--- src/rtl/bids22_ctrl_resp.sv ---
// bids22_ctrl_resp: command responder for the bid controller; owns lock key,
// mode FSM, configuration registers and round timer.
module bids22_ctrl_resp #(
   parameter int DATA_W        = 32,
   parameter int BAD_KEY_DELAY = 8,
   parameter int DEFAULT_TIMER = 16
) (
   input  logic              clk,
   input  logic              reset_n,
   input  logic [DATA_W-1:0] C_data,
   input  logic [3:0]        C_op,
   input  logic              C_start,
   output logic              ready,
   output logic [2:0]        err,
   output logic              roundOver,
   output logic              round_active,
   output logic [DATA_W-1:0] cfg_x_bal,
   output logic [DATA_W-1:0] cfg_y_bal,
   output logic [DATA_W-1:0] cfg_z_bal,
   output logic [2:0]        cfg_mask,
   output logic [DATA_W-1:0] cfg_cost,
   output logic [DATA_W-1:0] cfg_timer
);
   localparam int LW = $clog2(BAD_KEY_DELAY + 1);
   localparam logic [3:0] OP_NOP = 4'd0, OP_UNLOCK = 4'd1, OP_LOCK = 4'd2, OP_LOADX = 4'd3,
                          OP_LOADY = 4'd4, OP_LOADZ = 4'd5, OP_MASK = 4'd6, OP_TIMER = 4'd7,
                          OP_COST = 4'd8;
   localparam logic [2:0] E_OK = 3'b000, E_KEY = 3'b001, E_UNL = 3'b010, E_LCK = 3'b011,
                          E_CFG = 3'b100, E_INV = 3'b101, E_SUNL = 3'b110, E_STMR = 3'b111;

   typedef enum logic [1:0] {ST_UNLOCKED, ST_LOCKED, ST_ACTIVE, ST_OVER} state_t;

   state_t            state_q, state_d;
   logic [DATA_W-1:0] key_q, key_d, rcnt_q, rcnt_d;
   logic [DATA_W-1:0] x_q, x_d, y_q, y_d, z_q, z_d, cost_q, cost_d, timer_q, timer_d;
   logic [2:0]        mask_q, mask_d, err_q, err_d;
   logic [3:0]        op_prev_q, op_prev_d;
   logic [LW-1:0]     lcnt_q, lcnt_d;
   logic              ready_q, ready_d, over_q, over_d, active_q, active_d;
   logic              start_prev_q, start_prev_d;
   logic              cmd_go, start_edge, is_cfg, is_inv;

   assign cmd_go     = (C_op != op_prev_q) && (C_op != OP_NOP) && ready_q;
   assign start_edge = C_start && !start_prev_q;
   assign is_cfg     = (C_op >= OP_LOADX) && (C_op <= OP_COST);
   assign is_inv     = C_op > OP_COST;

   always_comb begin
      state_d      = state_q;
      key_d        = key_q;
      rcnt_d       = rcnt_q;
      x_d          = x_q;
      y_d          = y_q;
      z_d          = z_q;
      mask_d       = mask_q;
      cost_d       = cost_q;
      timer_d      = timer_q;
      err_d        = err_q;
      ready_d      = ready_q;
      over_d       = over_q;
      active_d     = active_q;
      lcnt_d       = lcnt_q;
      op_prev_d    = C_op;
      start_prev_d = C_start;
      // bad-key lockout: ready comes back as the counter expires
      if (lcnt_q != '0) begin
         lcnt_d  = lcnt_q - 1'b1;
         ready_d = (lcnt_q == LW'(1));
      end
      case (state_q)
         ST_UNLOCKED: begin
            if (start_edge) err_d = E_SUNL;
            else if (cmd_go) begin
               err_d = is_inv ? E_INV : (C_op == OP_UNLOCK) ? E_UNL : E_OK;
               if (C_op == OP_LOCK) begin
                  key_d   = C_data;
                  state_d = ST_LOCKED;
               end
               if (C_op == OP_LOADX) x_d = C_data;
               if (C_op == OP_LOADY) y_d = C_data;
               if (C_op == OP_LOADZ) z_d = C_data;
               if (C_op == OP_MASK)  mask_d = C_data[2:0];
               if (C_op == OP_TIMER) timer_d = C_data;
               if (C_op == OP_COST)  cost_d = C_data;
            end
         end
         ST_LOCKED: begin
            if (start_edge) begin
               if (timer_q == '0) err_d = E_STMR;
               else begin
                  err_d    = E_OK;
                  rcnt_d   = timer_q;
                  state_d  = ST_ACTIVE;
                  active_d = 1'b1;
                  ready_d  = 1'b0;
                  lcnt_d   = '0;
               end
            end else if (cmd_go) begin
               err_d = is_inv ? E_INV : is_cfg ? E_CFG : (C_op == OP_LOCK) ? E_LCK :
                       (C_data == key_q) ? E_OK : E_KEY;
               if (C_op == OP_UNLOCK && C_data == key_q) state_d = ST_UNLOCKED;
               if (C_op == OP_UNLOCK && C_data != key_q) begin
                  ready_d = (BAD_KEY_DELAY == 0);
                  lcnt_d  = LW'(BAD_KEY_DELAY);
               end
            end
         end
         ST_ACTIVE: begin
            if (rcnt_q == DATA_W'(1)) begin
               state_d  = ST_OVER;
               active_d = 1'b0;
               over_d   = 1'b1;
            end else rcnt_d = rcnt_q - 1'b1;
         end
         default: begin
            if (!C_start) begin
               state_d = ST_LOCKED;
               over_d  = 1'b0;
               ready_d = 1'b1;
            end
         end
      endcase
   end

   always_ff @(posedge clk or negedge reset_n) begin
      if (!reset_n) begin
         state_q      <= ST_UNLOCKED;
         key_q        <= '0;
         rcnt_q       <= '0;
         x_q          <= '0;
         y_q          <= '0;
         z_q          <= '0;
         mask_q       <= 3'b111;
         cost_q       <= DATA_W'(1);
         timer_q      <= DATA_W'(DEFAULT_TIMER);
         err_q        <= E_OK;
         ready_q      <= 1'b1;
         over_q       <= 1'b0;
         active_q     <= 1'b0;
         lcnt_q       <= '0;
         op_prev_q    <= OP_NOP;
         start_prev_q <= 1'b0;
      end else begin
         state_q      <= state_d;
         key_q        <= key_d;
         rcnt_q       <= rcnt_d;
         x_q          <= x_d;
         y_q          <= y_d;
         z_q          <= z_d;
         mask_q       <= mask_d;
         cost_q       <= cost_d;
         timer_q      <= timer_d;
         err_q        <= err_d;
         ready_q      <= ready_d;
         over_q       <= over_d;
         active_q     <= active_d;
         lcnt_q       <= lcnt_d;
         op_prev_q    <= op_prev_d;
         start_prev_q <= start_prev_d;
      end
   end

   assign ready        = ready_q;
   assign err          = err_q;
   assign roundOver    = over_q;
   assign round_active = active_q;
   assign cfg_x_bal    = x_q;
   assign cfg_y_bal    = y_q;
   assign cfg_z_bal    = z_q;
   assign cfg_mask     = mask_q;
   assign cfg_cost     = cost_q;
   assign cfg_timer    = timer_q;
endmodule

--- config.mk ---
export PLATFORM = sky130hd
export DESIGN_NAME = bids22_ctrl_resp
export DESIGN_NICKNAME = d
export VERILOG_FILES = /design/src/rtl/bids22_ctrl_resp.sv
export SDC_FILE = /design/constraint.sdc
export NUM_CORES = 1
export LEC_CHECK = 0
export ABC_AREA = 0
export CAP_MARGIN = 0
export CORE_ASPECT_RATIO = 1.1
export CORE_MARGIN = 3
export CORE_UTILIZATION = 45
export DETAILED_ROUTE_END_ITERATION = 8
export MAX_ROUTING_LAYER = met4
export PLACE_DENSITY = 0.71
export SLEW_MARGIN = 20
export SYNTH_ARGS = -nofsm -noshare
export SYNTH_HDL_FRONTEND = slang
export SYNTH_SLANG_ARGS = --single-unit
--- constraint.sdc ---
create_clock -name clk -period 3.7 [get_ports clk]
set_input_delay 0.555 -clock clk [delete_from_list [all_inputs] [get_ports clk]]
set_output_delay 0.555 -clock clk [all_outputs]
set_load 0.05 [all_outputs]
==> metrics.cfg <==
[run_status]
status = finished clean

[synth]
synth.distinct_cells = 71
async_flop_share = 1.000
syn_area_per_cell_um2 = 12.63
synth_enable_flop_cells = 0
synth-seq-cells = 244
synth_nets = 924
ys_seq_area_frac = 0.5525
ys.flop_type = dfrtp_1
syn-cell-area_mm2 = 0.01106
synth_warnings = 0
syn_inst = 876

[pwr]
power_mw = 11.09
p_per_area_mw_per_mm2 = 767.1
leakagePower_nw = 6.507
p_comb_frac = 0.414
seqPwrFrac = 0.347
p_sw_mw = 4.538
ir_drop_uv = 405.1
switching_share = 0.4092
p_int_mw = 6.552
pwr-share-clk = 0.239

[routing]
ant_nets = 0
wl_per_cell_um = 21.09
met1Wirelength_mm = 12.54
wl_met2_mm = 14.66
drc_errors = 0
firstDrtPassIters = 5
via_count = 7948
wl_mm = 29.86
wl_met3_mm = 1.909
top_layer_used = met4
first_iter_violations = 404
vias_per_cell = 5.613

[setup_path]
required_ns = 4.12
worstSetupPathType = reg2reg
worst_setup_path_start_kind = register
r2r_cells = 7
cp_slowest_stage_delay_ns = 0.70
rrSetupSlack_ns = 0.85
crit_path_cell_trace = or4_1 -> nor3_2 -> and4_1 -> a21o_4 -> nor2_2 -> buf_4 -> a221o_1
r2r-end = rcnt_q[22]
cp_top_family = simple AND/OR/NAND/NOR gates
crit_buf_inv = 1
worstPathMaxFanout = 19
worstPathArrival_ns = 3.27
cpMaxStageDelayCell = or4_1
timing.rr.start = rcnt_q[17]
end_kind = register

[timing]
hold_violations = 0
period_minus_slack_ns = 2.849
fin_worst_skew_ns = 0.01245
slew_viol_final = 0
fmax_mhz = 351.0
whs_ns = 0.06398
post-route-period-util = 0.7699
setup_violations = 0
finalSetupTns_ns = 0
max_slew.worst_pin.slew_ns = 0.8801
rsz0062_at_grt = no
slew_headroom = 0.4132

[clock_tree]
ctsHtreeMaxLevel = 1
cts_setup_buffers = 0
clkLatencyLatePin_ns = 0.53
clk_pin_slew_worst_paths_ns = 0.06
cts_resized = 0
cts_buffer_depth = 3
clkSinkCount = 244
cts_root_buf = clkbuf_16
ctsHoldBuffers = 0
cts_tree = yes
numCtsBuffers = 27

[final_layout]
final_common_cell = dfrtp_1
nFillCells = 1991
fin_util = 0.6044
num_antenna_cells = 0
nets = 1139
areaGrowthSynthToFinish_pct = 30.66
design_area_mm2 = 0.01446
final_cell_mix = dfrtp_1 (238), clkdlybuf4s50_1 (206), mux2_2 (182)
drive_gt1_frac = 0.2592

[placed_design]
gp_congestion = 0.9235
placed_area_mm2 = 0.01357
place_hpwl_mm = 21.16
port_buffers = 207

[floorplan]
initial_core_util = 0.4626
die_h_um = 170.5
chipWidth_um = 155.5
dieArea_mm2 = 0.02651
core_area_mm2 = 0.02392
rows = 59
ios = 208

[global_routing]
grt_max_degree = 102
grtUsageTotal = 0.2288
grt-ovfl-total = 0
grt_pass1_vias = 8177
antenna_found_initial = 0
grt_pass1_wl_mm = 46.69

[min_path]
hp-class = in2async

[run]
maxCapViolCount = 0

==> kinds of logic after synthesis <==
family	count (synthesis)	share of synthesized area
compound gates	129	0.08086
simple gates	189	0.09590
fa+ha+maj	9	0.01018
buf+inv	67	0.02714
xor+xnor	37	0.02929
flops	244	0.5525
mux	201	0.2041
==> stage by stage <==
step | setup WS, ns | instances
finish | 0.8512 | 1416
global route | 0.7268 | 1416
CTS | 0.8788 | 1416
detailed placement | 0.5864 | 1367
global placement | 0.6254 | 1367
floorplan | 1.318 | 876
==> sequential cells by signal, indices dropped and copies added, names as in the netlist <==
register      flops
cfg_cost         32
cfg_timer        32
cfg_x_bal        32
cfg_y_bal        32
cfg_z_bal        32
key_q            32
rcnt_q           32
lcnt_q            4
op_prev_q         4
cfg_mask          3
err               3
state_q           2
ready             1
roundOver         1
round_active      1
start_prev_q      1
==> cell usage after synthesis, types with 3 or more instances <==
cell	count	share of area
a21boi_0	3	0.0020
mux2_1	15	0.015
nand4_1	12	0.0068
xor2_1	4	0.0032
nand3_1	29	0.013
mux2_2	182	0.19
a41oi_1	3	0.0024
a21oi_1	27	0.012
mux2i_1	4	0.0036
dfstp_2	6	0.014
nor2b_1	4	0.0023
o22ai_1	12	0.0068
o21ai_0	23	0.010
dfrtp_1	238	0.54
nand2b_1	7	0.0040
or2_2	4	0.0023
o31ai_1	9	0.0061
or3_1	4	0.0023
inv_1	16	0.0054
a31oi_1	18	0.010
nand2_1	44	0.015
clkbuf_1	21	0.0071
ha_1	9	0.010
a32oi_1	4	0.0032
nor2_1	22	0.0075
o32ai_1	3	0.0024
xnor2_1	33	0.026
or4_1	8	0.0054
and3_1	3	0.0017
buf_2	27	0.012
o2bb2ai_1	3	0.0024
nor4_1	12	0.0068
nor3_1	20	0.0090
==> power by group through the flow <==
stage	registers [mW]	logic [mW]	clock network, mW
finish	3.85	4.59	2.65
global route	3.93	4.88	2.83
CTS	3.84	4.61	2.72
detailed placement	3.87	4.60	0
global placement	3.85	4.53	0
floorplan	5.02	1.88	0
==> area by class of cell <==
type                            count  area (µm²)  share of cell area
Multi-Input combinational cell    565        4666              0.3227
Clock buffer                       37       763.2             0.05280
Inverter                           16       60.06            0.004154
Clock inverter                     12       120.1            0.008309
Tap cell                          305       381.6             0.02640
Sequential cell                   244        6113              0.4229
Timing Repair Buffer              237        2352              0.1627
==> how the worst max path moves through the flow <==
stage	start	end	slack, ns	cells after the start
6_report	rcnt_q[17]	rcnt_q[22]	0.85	7
4_1_cts	rcnt_q[17]	rcnt_q[22]	0.88	7
3_3_place_gp	C_op[0]	cfg_timer[29]	0.63	7
2_1_floorplan	C_op[1]	cfg_x_bal[21]	1.32	7
3_5_place_dp	C_op[0]	cfg_timer[27]	0.59	7
5_1_grt	rcnt_q[17]	rcnt_q[28]	0.73	7
==> per-layer routing <==
layer | vias up | track usage
met2 | 240 | 0.3670
li1 | 3645 | -
met3 | 55 | 0.04247
met5 | - | -
met4 | 0 | 0.06433
met1 | 4008 | 0.3003
==> worst reg2reg max path, delay by kind of cell (launching register included) <==
family / cells / cell delay (ns)
flip-flops: 1 / 0.43
AND/OR/NAND/NOR: 4 / 1.49
AO/OA/AOI/OAI: 2 / 0.59
buffers and inverters: 1 / 0.23
(Power assumes the default switching activity.)
